===== src/rtl/serial_adder_sequencer.sv =====
// Bit-serial WIDTH-bit adder controller driving a shared 1-bit full adder, LSB first,
// with valid/ready handshakes on both the operand and result sides.
module serial_adder_sequencer #(
    parameter int WIDTH  = 8,
    parameter int FA_LAT = 1
) (
    input  logic             CLK,
    input  logic             RST,
    input  logic             in_valid,
    output logic             in_ready,
    input  logic [WIDTH-1:0] op_a,
    input  logic [WIDTH-1:0] op_b,
    input  logic             op_cin,
    output logic             fa_a,
    output logic             fa_b,
    output logic             fa_cin,
    input  logic             fa_s,
    input  logic             fa_cout,
    output logic             res_valid,
    input  logic             res_ready,
    output logic [WIDTH-1:0] res_sum,
    output logic             res_cout,
    output logic             res_ovf,
    output logic             busy
);

    localparam int            IW   = $clog2(WIDTH);
    localparam logic [IW-1:0] LAST = IW'(WIDTH - 1);
    localparam logic [1:0]    LAT  = 2'(FA_LAT);

    typedef enum logic [1:0] {
        IDLE,
        STEP,
        DONE
    } state_t;

    state_t           state_q, state_d;
    logic [WIDTH-1:0] a_q, a_d;
    logic [WIDTH-1:0] b_q, b_d;
    logic [WIDTH-1:0] sum_q, sum_d;
    logic [IW-1:0]    i_q, i_d;
    logic [IW-1:0]    i_nxt;
    logic [1:0]       w_q, w_d;
    logic             c_q, c_d;
    logic             fa_a_q, fa_a_d;
    logic             fa_b_q, fa_b_d;
    logic             fa_cin_q, fa_cin_d;
    logic             cout_q, cout_d;
    logic             ovf_q, ovf_d;

    assign i_nxt = i_q + IW'(1);

    always_comb begin
        state_d  = state_q;
        a_d      = a_q;
        b_d      = b_q;
        sum_d    = sum_q;
        i_d      = i_q;
        w_d      = w_q;
        c_d      = c_q;
        fa_a_d   = fa_a_q;
        fa_b_d   = fa_b_q;
        fa_cin_d = fa_cin_q;
        cout_d   = cout_q;
        ovf_d    = ovf_q;
        case (state_q)
            IDLE: begin
                if (in_valid) begin
                    a_d      = op_a;
                    b_d      = op_b;
                    c_d      = op_cin;
                    i_d      = '0;
                    w_d      = '0;
                    fa_a_d   = op_a[0];
                    fa_b_d   = op_b[0];
                    fa_cin_d = op_cin;
                    state_d  = STEP;
                end
            end
            STEP: begin
                if (w_q == LAT) begin
                    sum_d[i_q] = fa_s;
                    c_d        = fa_cout;
                    w_d        = '0;
                    if (i_q == LAST) begin
                        // c_q still holds the carry into the MSB here
                        cout_d  = fa_cout;
                        ovf_d   = c_q ^ fa_cout;
                        state_d = DONE;
                    end else begin
                        i_d      = i_nxt;
                        fa_a_d   = a_q[i_nxt];
                        fa_b_d   = b_q[i_nxt];
                        fa_cin_d = fa_cout;
                    end
                end else begin
                    w_d = w_q + 2'd1;
                end
            end
            DONE: begin
                if (res_ready) begin
                    state_d = IDLE;
                end
            end
            default: state_d = IDLE;
        endcase
    end

    always_ff @(posedge CLK) begin
        if (RST) begin
            state_q  <= IDLE;
            a_q      <= '0;
            b_q      <= '0;
            sum_q    <= '0;
            i_q      <= '0;
            w_q      <= '0;
            c_q      <= 1'b0;
            fa_a_q   <= 1'b0;
            fa_b_q   <= 1'b0;
            fa_cin_q <= 1'b0;
            cout_q   <= 1'b0;
            ovf_q    <= 1'b0;
        end else begin
            state_q  <= state_d;
            a_q      <= a_d;
            b_q      <= b_d;
            sum_q    <= sum_d;
            i_q      <= i_d;
            w_q      <= w_d;
            c_q      <= c_d;
            fa_a_q   <= fa_a_d;
            fa_b_q   <= fa_b_d;
            fa_cin_q <= fa_cin_d;
            cout_q   <= cout_d;
            ovf_q    <= ovf_d;
        end
    end

    assign in_ready  = (state_q == IDLE);
    assign res_valid = (state_q == DONE);
    assign busy      = (state_q != IDLE);
    assign fa_a      = fa_a_q;
    assign fa_b      = fa_b_q;
    assign fa_cin    = fa_cin_q;
    assign res_sum   = sum_q;
    assign res_cout  = cout_q;
    assign res_ovf   = ovf_q;

endmodule


===== config.mk =====
export PLATFORM = sky130hd
export DESIGN_NAME = serial_adder_sequencer
export DESIGN_NICKNAME = d
export VERILOG_FILES = /design/src/rtl/serial_adder_sequencer.sv
export SDC_FILE = /design/constraint.sdc
export NUM_CORES = 1
export LEC_CHECK = 0
export CORE_MARGIN = 2
export CORE_UTILIZATION = 39
export CTS_BUF_LIST = sky130_fd_sc_hd__clkbuf_16
export DETAILED_ROUTE_END_ITERATION = 12
export DONT_BUFFER_PORTS = 1
export HOLD_SLACK_MARGIN = 0.08
export PLACE_DENSITY = 0.52
export SKIP_CTS_REPAIR_TIMING = 1
export SKIP_LAST_GASP = 1
export SLEW_MARGIN = 20
export SYNTH_ARGS = -nofsm -noshare
export SYNTH_HDL_FRONTEND = slang
export SYNTH_SLANG_ARGS = --single-unit

===== constraint.sdc =====
create_clock -name CLK -period 2.15 [get_ports CLK]
set_clock_uncertainty 0.2 [all_clocks]
set_input_delay 0.645 -clock CLK [delete_from_list [all_inputs] [get_ports CLK]]
set_output_delay 0.645 -clock CLK [all_outputs]
set_load 0.01 [all_outputs]

==> summary.txt <==
Run status
  • Outcome: finished, final reports clean

Synthesis
  • Syn Area/Cell: 8.54 um^2
  • Gate Count Post-Synth: 197
  • Distinct cells, synth: 36
  • Cell taking the most area after synthesis: dfxtp_1
  • Mapped Area: 1680 um^2
  • Sequential area share after synthesis: 0.440
  • #FFs+latches synth: 37
  • Syn nets: 222
  • Synth area leaders: dfxtp_1 44%, mux2i_1 9.5%, nand2_1 9.2%
  • Ys Warns: 0
  • Synth top area share: 0.440

Critical path
  • Worst Path Required: 1300 ps
  • Worst reg2reg startpoint: i_q[1]
  • Crit Path Category: reg -> out
  • Crit-path max cell delay: 400 ps
  • Critical Path AT: 1140 ps
  • CP Launch Point: state_q[1]
  • Slowest stage cell, crit path: dfxtp_1
  • CP Launch Type: flop
  • Worst Path Max Fanout: 11
  • Crit-path cells: nor2_1 -> inv_1
  • CP Capture Type: output port

Placed design
  • Post-DP HPWL: 2.45 mm
  • IO Port Bufs: 0
  • Post-placement cell count: 237
  • GP Congestion: 0.803

Floorplanning
  • Rows: 23
  • Die area: 4850 um^2
  • # IOs: 39
  • Core Area: 4090 um^2
  • Die Width: 69.7 um
  • Die Ht: 69.7 um
  • Initial Util: 0.412

Layout
  • Antenna fix cells: 0
  • Nets: 219
  • Area Growth Syn to Fin: 9.97%
  • Share of cells above drive strength 1: 0.0872
  • Final non-filler cell total: 245
  • Multi-input gate area: 870 um^2
  • Reg area: 741 um^2
  • FILL cells: 409

Global routing
  • Most crowded layer after global routing: met2
  • All-Layer GR Usage: 0.151
  • First-pass GRT wire length: 5.93 mm
  • Grt ovf: 0
  • Met2 GRT Util: 0.238
  • Grt met1 use: 0.188
  • Largest net degree at the start of global routing: 39
  • Vias in the first global route: 1311
  • GRT met3 Usage: 0.0552
  • Initial antenna violation count: 0

Detailed routing
  • Routed len/inst: 13.8 um
  • Drt pass-1 iters: 4
  • DRT iter0 DRCs: 106
  • Final ANT Viol Nets: 0
  • DRC: 0
  • Via count: 1321
  • Total wire length: 3.38 mm
  • Vias per inst: 5.39

Clock network
  • Root Buffer: clkbuf_16
  • Clock transition at path regs: 50 ps
  • CTS Sinks: 37
  • CTS max path bufs: 2
  • Num CTS Buffers: 5
  • Worst skew pair latency: 270 ps
  • CTS tree: built
  • H-tree depth: 2

Run
  • Max cap viols: 0

STA
  • Final period util: 0.921
  • Final hold vios: 0
  • RSZ-0062 raised after global routing: false
  • Max-slew violations: 0
  • Max Fclk: 0.505 GHz
  • Setup violators final: 0
  • Hold WS: 238 ps
  • Worst-margin pin slew: 445 ps
  • Setup TNS: 0 ps
  • Min cycle time layout: 1980 ps
  • Slew HR: 0.702

Pwr
  • Pwr Density: 825 nW/um^2
  • Power, Total: 1.53 mW
  • VDD IR max: 0.373 mV
  • Leakage: 0.675 nW

Hold path
  • Critical hold path startpoint: RST
  • Hold Path Class: in -> reg
## worst max-delay path, delay by kind of cell (launching register included)
family                 cells  cell delay (ps)
and+or+nand+nor            1              330
buffers and inverters      1              140
DFF                        1              400
## where the power goes
| group | switching, mW | internal (mW) |
|---|---|---|
| sequential | 0.0197 | 0.713 |
| combinational | 0.0598 | 0.0439 |
| clock | 0.265 | 0.424 |
## per-layer routing
| metal | routed length (um) | part of all wire | vias up |
|---|---|---|---|
| li1 | - | - | 673 |
| met1 | 1590 | 0.47 | 613 |
| met2 | 1530 | 0.45 | 30 |
| met3 | 216 | 0.064 | 5 |
| met4 | 43 | 0.013 | 0 |
| met5 | 0 | 0 | - |
## cell type report
class                      instances  area share
multi-input combinational        145       0.470
clock inverter                     3     0.00947
inverter                           1     0.00203
tap                               50      0.0338
sequential                        37       0.401
clock buffer                       5      0.0677
timing repair buffer               4      0.0162
## sequential cells by signal, summed over array words and instances (netlist names)
name	cells
b_q	8
fa_b	1
res_cout	1
i_q	3
fa_a	1
state_q	2
w_q	2
res_sum	8
c_q	1
a_q	8
res_ovf	1
fa_cin	1
## path summary, 6_finish.rpt
kind	to	slack, ps	depth (start not counted)
setup / recovery	busy	170	2
hold / removal	a_q[0]	240	1
setup reg to reg	i_q[2]	190	6
hold reg to reg	b_q[7]	250	2
## kinds of logic after synthesis
| family | synth area share |
|---|---|
| AO/OA/AOI/OAI | 0.112 |
| AND/OR/NAND/NOR | 0.283 |
| XOR/XNOR | 0.00521 |
| adder cells (fa/ha/maj) | 0.0149 |
| flip-flops | 0.440 |
| buffers and inverters | 0.0424 |
| multiplexers | 0.102 |
## cell usage after synthesis, drive strengths merged
cell and count:
xor2 1, a22oi 2, or3 1, nor4b 2, nand2 41, a211oi 1
a21oi 22, clkbuf 5, nor3 6, nand3 4, dfxtp 37, o22ai 2
nand4b 2, and4bb 1, and2b 1, a22o 2, nand2b 2, nor2b 2
or2b 1, nand4 3, mux2i 16, inv 1, a21o 1, nor4 1
nor3b 1, a2111oi 1, buf 9, mux2 1, nand4bb 2, ha 2
nor2 20, nand3b 2, o21ai 2
## through the flow
step,utilization,area [um^2],setup slack [ps]
floorplan,-,1680,307
global placement,0.418,1710,233
detailed placement,0.418,1710,200
CTS,0.453,1850,164
global route,0.453,1850,42.3
finish,0.453,1850,170
## layout by cell type, fill, tap and decap left out, types with 2 or more instances in the layout
master     netlist  final
nor4b_4          2      2
nand2b_1         2      2
a21oi_1         22     22
o22ai_1          2      2
nand3b_1         2      2
a22oi_1          2      2
nor2b_1          2      2
clkinv_2         0      2
nand4bb_1        2      2
dfxtp_1         37     37
ha_1             2      2
a22o_1           2      2
o21ai_0          2      2
nor2_1          19     19
nand4b_1         2      2
nand2_1         41     41
nand4_1          3      3
buf_4            2      4
clkbuf_16        0      5
mux2i_1         16     16
nand3_1          4      4
nor3_1           6      6
(Power assumes the default switching activity.)
